===== config.mk =====
export PLATFORM = sky130hd
export DESIGN_NAME = replay_fifo
export DESIGN_NICKNAME = d
export VERILOG_FILES = /design/src/rtl/replay_fifo.sv
export SDC_FILE = /design/constraint.sdc
export NUM_CORES = 1
export LEC_CHECK = 0
export CORE_MARGIN = 4
export CORE_UTILIZATION = 45
export DETAILED_ROUTE_END_ITERATION = 7
export HOLD_SLACK_MARGIN = 0.02
export SLEW_MARGIN = 20
export SYNTH_ARGS = -nofsm -noshare
export SYNTH_HDL_FRONTEND = slang
export SYNTH_SLANG_ARGS = --single-unit

===== constraint.sdc =====
create_clock -name clk -period 3.5 [get_ports clk]
set_clock_uncertainty 0.1 [all_clocks]
set_input_delay 0.7 -clock clk [delete_from_list [all_inputs] [get_ports clk]]
set_output_delay 0.7 -clock clk [all_outputs]
set_load 0.1 [all_outputs]

===== src/rtl/replay_fifo.sv =====
// replay_fifo: receive-side FIFO with speculative reads.
// The consumer pops words speculatively. A commit permanently releases
// everything popped so far. A rewind moves the speculative read pointer back
// to the committed pointer, so uncommitted words are delivered again.
// Writes are always final. All DEPTH entries are usable because each pointer
// carries an extra wrap bit.
module replay_fifo #(
    parameter int WIDTH = 8,
    parameter int DEPTH = 16
) (
    input  logic                   clk,
    input  logic                   reset,      // asynchronous, active-low
    input  logic                   valid_in,
    output logic                   ready_in,
    input  logic [WIDTH-1:0]       data_in,
    input  logic                   ready_out,
    output logic                   valid_out,
    output logic [WIDTH-1:0]       data_out,
    input  logic                   commit,
    input  logic                   rewind,
    output logic [$clog2(DEPTH):0] used,
    output logic [$clog2(DEPTH):0] pending
);

    localparam int AW = $clog2(DEPTH);
    localparam int PW = AW + 1;
    localparam logic [PW-1:0] DEPTH_P = PW'(DEPTH);
    localparam logic [PW-1:0] ZERO_P  = PW'(0);
    localparam logic [PW-1:0] ONE_P   = PW'(1);

    // The storage array is intentionally not reset.
    logic [WIDTH-1:0] mem_q [DEPTH];

    // Pointers with the wrap bit in the MSB. rd_q is the committed read
    // pointer; spec_q is the speculative read pointer.
    logic [PW-1:0] wr_q,   wr_d;
    logic [PW-1:0] rd_q,   rd_d;
    logic [PW-1:0] spec_q, spec_d;

    logic full_s;
    logic write_s;
    logic read_s;

    // Status flags, derived only from registered pointers (no same-cycle bypass).
    always_comb begin
        used      = wr_q - rd_q;
        pending   = spec_q - rd_q;
        full_s    = (used == DEPTH_P);
        ready_in  = ~full_s;
        valid_out = (spec_q != wr_q);
        write_s   = valid_in & ~full_s;
        read_s    = ready_out & valid_out;
        data_out  = mem_q[spec_q[AW-1:0]];
    end

    // Next-state pointers. Rewind has priority over commit.
    always_comb begin
        wr_d   = wr_q;
        rd_d   = rd_q;
        spec_d = spec_q;
        if (write_s) begin
            wr_d = wr_q + ONE_P;
        end else begin
            wr_d = wr_q;
        end
        if (rewind) begin
            // A same-cycle read is discarded. Replay starts from the committed point.
            spec_d = rd_q;
            rd_d   = rd_q;
        end else if (commit) begin
            // A commit also covers a read made in the same cycle.
            spec_d = spec_q + (read_s ? ONE_P : ZERO_P);
            rd_d   = spec_q + (read_s ? ONE_P : ZERO_P);
        end else if (read_s) begin
            spec_d = spec_q + ONE_P;
            rd_d   = rd_q;
        end else begin
            spec_d = spec_q;
            rd_d   = rd_q;
        end
    end

    // Pointer registers, cleared immediately when reset is asserted.
    always_ff @(posedge clk or negedge reset) begin
        if (!reset) begin
            wr_q   <= ZERO_P;
            rd_q   <= ZERO_P;
            spec_q <= ZERO_P;
        end else begin
            wr_q   <= wr_d;
            rd_q   <= rd_d;
            spec_q <= spec_d;
        end
    end

    // Storage write port. A write occurs regardless of commit or rewind.
    always_ff @(posedge clk) begin
        if (write_s) begin
            mem_q[wr_q[AW-1:0]] <= data_in;
        end
    end

endmodule


# After elaboration in Yosys (flattened, before gate mapping)
# Memories as Yosys holds them, arrays and structs flattened.
# Cells that the tools add are included.
classes:
  mux: 6
  eq_ne: 2
  n_shift: 0
  div_mod_pow: 0
  bitwise_logic: 4
  mul: 0
  n_addsub: 5
  n_lt_le_gt_ge: 0
  n_reduce_logical: 2
ops:
  columns: ["operator", "n"]
  rows:
  - ["2-to-1 mux 5 bit", 3]
  - ["adder 5 x 1 -> 5 bit (second input constant)", 2]
  - ["subtractor 5 bit", 2]
  - ["adder 5 x 1 -> 5 bit", 1]
  - ["equality test 5 bit (second input constant)", 1]
  - ["inequality test 5 bit", 1]
  - ["2-to-1 mux 1 bit", 3]
  - ["nonzero test 3 bit", 1]
  - ["AND 1 bit", 2]
  - ["inverter 1 bit", 2]
  - ["AND reduction 2 bit", 1]
totals:
  ram_bits: 128
  romBits: 0
  register_bits: 15
  latchBits: 0
  inputBits: 14
  n_memories: 1
mem_list:
  columns: ["name", "words", "width", "rd", "rd_ports_with_merged_regs", "write_ports", "line_no", "text"]
  rows:
  - ["mem_q", 16, 8, 1, 0, 1, "32", "logic [WIDTH-1:0] mem_q [DEPTH];"]

# Longest topological paths before layout
depth:
  depth_word: 6
  depth_mapped: 10
  mapped_depth_nobuf: 9

# Worst setup path before layout
# No wires, ideal clock.
synth_timing:
  path_kind: "flip-flop to output port"
  start: "register spec_q[0]"
  end: "output port pending[4]"
  n_path_buf: 3
  stages_incl_launch_ff: 11
  arrival_time_ns: 3.363
  slack_ns: -0.663
  path_cell_list: "dfrtp_1 buf_6 buf_6 buf_4 inv_1 ha_1 fa_1 inv_1 a21o_1 a21oi_1 xnor2_1"
synth_between:
  elab_chain_cells: 1
synth_lines:
  columns: ["element", "line_no", "text"]
  rows:
  - ["start: declaration", "38", "logic [PW-1:0] spec_q, spec_d;"]
  - ["start signal: assignment", "92", "spec_q <= spec_d;"]
  - ["subtractor 5 bit", "47", "pending = spec_q - rd_q;"]
  - ["end: declaration", "22", "output logic [$clog2(DEPTH):0] pending"]
# Every way passes these cells.

# Worst setup path after layout
layout_timing:
  start: "register wr_q[0]"
  end: "output port ready_in"
layout_between:
  elab_chain_cells: 3
layout_lines:
  columns: ["element", "line_no", "text"]
  rows:
  - ["start: declaration", "36", "logic [PW-1:0] wr_q, wr_d;"]
  - ["start signal: assignment", "90", "wr_q <= wr_d;"]
  - ["subtractor 5 bit", "46", "used = wr_q - rd_q;"]
  - ["equality test 5 bit", "48", "full_s = (used == DEPTH_P);"]
  - ["inverter 1 bit", "49", "ready_in = ~full_s;"]
  - ["end: declaration", "14", "output logic ready_in,"]
# Every way passes these cells.

==> results <==
- The number of hold violations in the final report is 0.
- The die extent in y is about 130 um.
- Measured along the x axis, the die boundary spans 126.3 um.
- 34 I/O pins were placed.
- The gate family responsible for the most delay along the worst path is adder cells.
- The largest single stage delay on the critical path is 0.44 ns.
- The clock reaches the later pin of the worst-skew pair after between 0.4 and 0.5 ns.
- The total CTS buffers is 17.
- The detailed router finished its first iteration with 272 violations.
- The wire-length estimate of the detail-placed layout is between 8000 and 9000 um.
- Synthesis inferred 143 register bits.
- Data on the critical path arrives at its endpoint at 2.57 ns.
- Measured in cells, the most critical reg-to-reg path has a length of 10.
- The multi-input logic area is 2001 um^2.
- Among all stages on the critical path, the largest delay is contributed by dfrtp_1.
- The via count of the first global-routing pass is 3406.
- The number of enable-type register cells in the synthesized netlist is 128.
- STA classifies the critical path startpoint as a register.
- The post-route antenna net violation count is 0.
- The number of detailed-routing iterations run before antenna repair is 4.
- After technology mapping, the gate count stands at 357.
- Detailed routing inserted a total of 3203 vias.
- In this run the critical register-to-register path is captured at mem_q[13][6].
- The class of the tightest hold or removal check is reg2reg.
- The Yosys warning count is 0.
- The number of inserted diodes is 0.
- The total routing resource utilization after global routing is 17.29%.
- Of the synthesized area, sequential elements account for 66.98%.
- TritonCTS built the clock tree.
- The mapped cell area is approximately 6300 um^2.
- The layout has roughly 1100 filler cells.
- The worst hold path was traced through 2 stages.
- The net count reported at finish is 434.
- The floorplan has 42 rows.
- Clock-pin slew was measured on the worst setup and hold paths at 0.06 ns.
- In the finished design, the share of the clock period the worst path needs comes to 96.23%.
- The highest attainable clock frequency is 296.9 MHz.
- In the final layout, the share of cells above drive strength 1 is 28.67%.
- The main flop type after synthesis is edfxtp_1.
- In the final layout, flip-flops and latches occupy 4220 um^2.
- During placement, the flow inserted port buffers numbering 33.
- After floorplanning, the core was sized to cover 13450 um^2.
- The flow ran to the end, and the final reports show no timing, DRC or antenna violations.
- In this run the worst path has a maximum fanout of 5.
- The pin count of the biggest net entering global routing is 30.
- Setup repair after global routing left no endpoint under its margin.
- The congestion estimate from routability-driven global placement came to 0.7628.
- The number of vias per cell is around 5.4.
- The buffer type at the clock tree root is clkbuf_16.
- The worst path in the final design needs a cycle of 3.368 ns, including I/O delays and setup.
- The total global routing overflow is 0.
- The worst path meets setup with approximately 0.13 ns of slack.
- The number of antenna violations at the first check in global routing was 0.
- The number of sinks on the clock net is 143.
- The kind of critical path is reg2out.
- For this run, asynchronously set or reset flops after synthesis account for 10.49%.
- The reg-to-reg setup timing slack is 0.22 ns.
- The path with the worst hold slack has its endpoint at rd_q[3].
- STA puts the critical path data required time at about 2.7 ns.
- Setup violations remaining at the end of the flow were counted as 0.
- The die covers between 15000 and 20000 um^2.
- The max-cap violation count is 0.
- The buffers plus inverters on the worst setup path is 3.
- The number of nets produced by synthesis is between 300 and 400.
- In this run the deepest clock path goes through 2 buffers.
- The worst setup path is captured at an output pin.
- The worst reg2reg path startpoint is wr_q[0].
- The synthesized netlist contains 43 unique library cells.
- The hold buffer count at CTS is 0.
- Headroom to the max-slew limit came out at 47.07%.
- In the final routed layout, each cell accounts on average for 21.86 um.
- The first-pass GRT wire length is 20240 um.
- The DRC violations left is 0.
- The routed design has roughly 13000 um of wire.
- For the pin with the worst max-slew slack, the measured transition is roughly 0.79 ns.
- After synthesis, the mean cell area works out to 17.64 um^2.
- The initial core utilization is between 40 and 50%.
- Walking the worst path, the cells encountered are inv_2 > ha_1 > inv_1 > fa_2 > xor2_4 > nor4b_1 > mux2_4 > nand2_2 > buf_12.
- The worst setup slack before clock tree synthesis is 0.2841 ns.
- The H-tree was split into 4 levels.
- The startpoint identified for the worst hold timing path is rd_q[3].
- The final number of max-transition violations is 0.
- Compared with the post-synthesis result, the final layout area differs by 20.38%.
[per-stage QoR]
stage | setup TNS [ns] | instances | hold slack [ns] | utilization [%] | instance area [um^2]
after global placement | 0 | 559 | 0.3915 | 52.31 | 7037
final | 0 | 591 | 0.3871 | 56.36 | 7582
after detailed placement | 0 | 559 | 0.3779 | 52.31 | 7037
after global routing | 0 | 591 | 0.4010 | 56.36 | 7582
after CTS | 0 | 590 | 0.3911 | 56.31 | 7575
after floorplan | -0.07250 | 357 | 0.3044 | - | 6379
[routing by layer]
metal  vias to the layer above  global-route usage, %  share of wire (%)
met2                        55                  26.98                 50
met5                         -                      0                  0
met3                        14                  4.792                3.3
met4                         0                  4.921                1.2
li1                       1491                      -                  -
met1                      1643                  24.09                 46
[layout by cell type, fill, tap and decap left out, types with 10 or more instances in the layout]
cell / netlist / layout
edfxtp_1: 128 / 128
mux4_2: 32 / 32
clkbuf_16: 0 / 17
buf_4: 1 / 16
ha_1: 15 / 15
buf_12: 0 / 15
mux2i_1: 14 / 14
dfrtp_1: 15 / 14
inv_1: 14 / 13
clkdlybuf4s50_1: 0 / 13
xor2_1: 12 / 12
a211oi_1: 10 / 10
[layout make-up]
class | instances | share of cell area (%)
Tap cell | 176 | 2.904
Clock inverter | 9 | 1.238
Timing Repair Buffer | 44 | 7.261
Sequential cell | 143 | 55.66
Multi-Input combinational cell | 183 | 26.39
Inverter | 14 | 0.6931
Clock buffer | 22 | 5.858
[synth_stat cells (all sizes together) (4+ instances only)]
cell type	number	area share [%]
xor2	13	1.9
nor3	6	0.56
a21oi	16	1.3
nor2	4	0.24
mux4	32	11
nand2	10	0.60
and2	9	0.89
dfrtp	15	6.0
buf	12	1.4
edfxtp	128	61
xnor2	9	1.4
mux2i	14	2.2
clkbuf	5	0.32
mux2	5	0.95
and3	15	1.6
inv	14	0.83
ha	15	3.0
nand3	4	0.32
a211oi	10	1.2
[tightest hold or removal path: cells and delay by family, from the launching register on]
| kind | cells | cell delay (ns) |
|---|---|---|
| AOI/OAI and AO/OA | 1 | 0.06 |
| DFF | 1 | 0.35 |
| and+or+nand+nor | 1 | 0.05 |
[state kept, by name, indices dropped and copies added, names as in the netlist]
signal,flops
mem_q,128
rd_q,5
spec_q,5
wr_q,5
[kinds of logic (layout without fill, tap and decap cells)]
kind of cell,after synthesis,in the layout,synth area share (%)
buffers and inverters,31,89,2.523
XOR/XNOR,22,22,3.298
flip-flops,143,143,66.98
AO/OA/AOI/OAI,38,38,4.013
AND/OR/NAND/NOR,55,55,4.946
multiplexers,51,51,14.62
adder cells (fa/ha/maj),17,17,3.615
[worst max path at each step]
stage | from | to | cells after the start
2_1_floorplan | spec_q[0] | pending[4] | 10
3_3_place_gp | wr_q[0] | mem_q[10][1] | 9
3_5_place_dp | wr_q[0] | mem_q[13][6] | 9
4_1_cts | wr_q[0] | ready_in | 9
5_1_grt | spec_q[0] | data_out[0] | 6
6_report | wr_q[0] | ready_in | 9
[timing repair]
item	CTS	global route
setup buffers	0	1
resized for setup	0	1
endpoints found under the setup margin	0	1
Power is not shown: default switching activity piles up to over one toggle a cycle in this logic, so the estimate is an artifact.
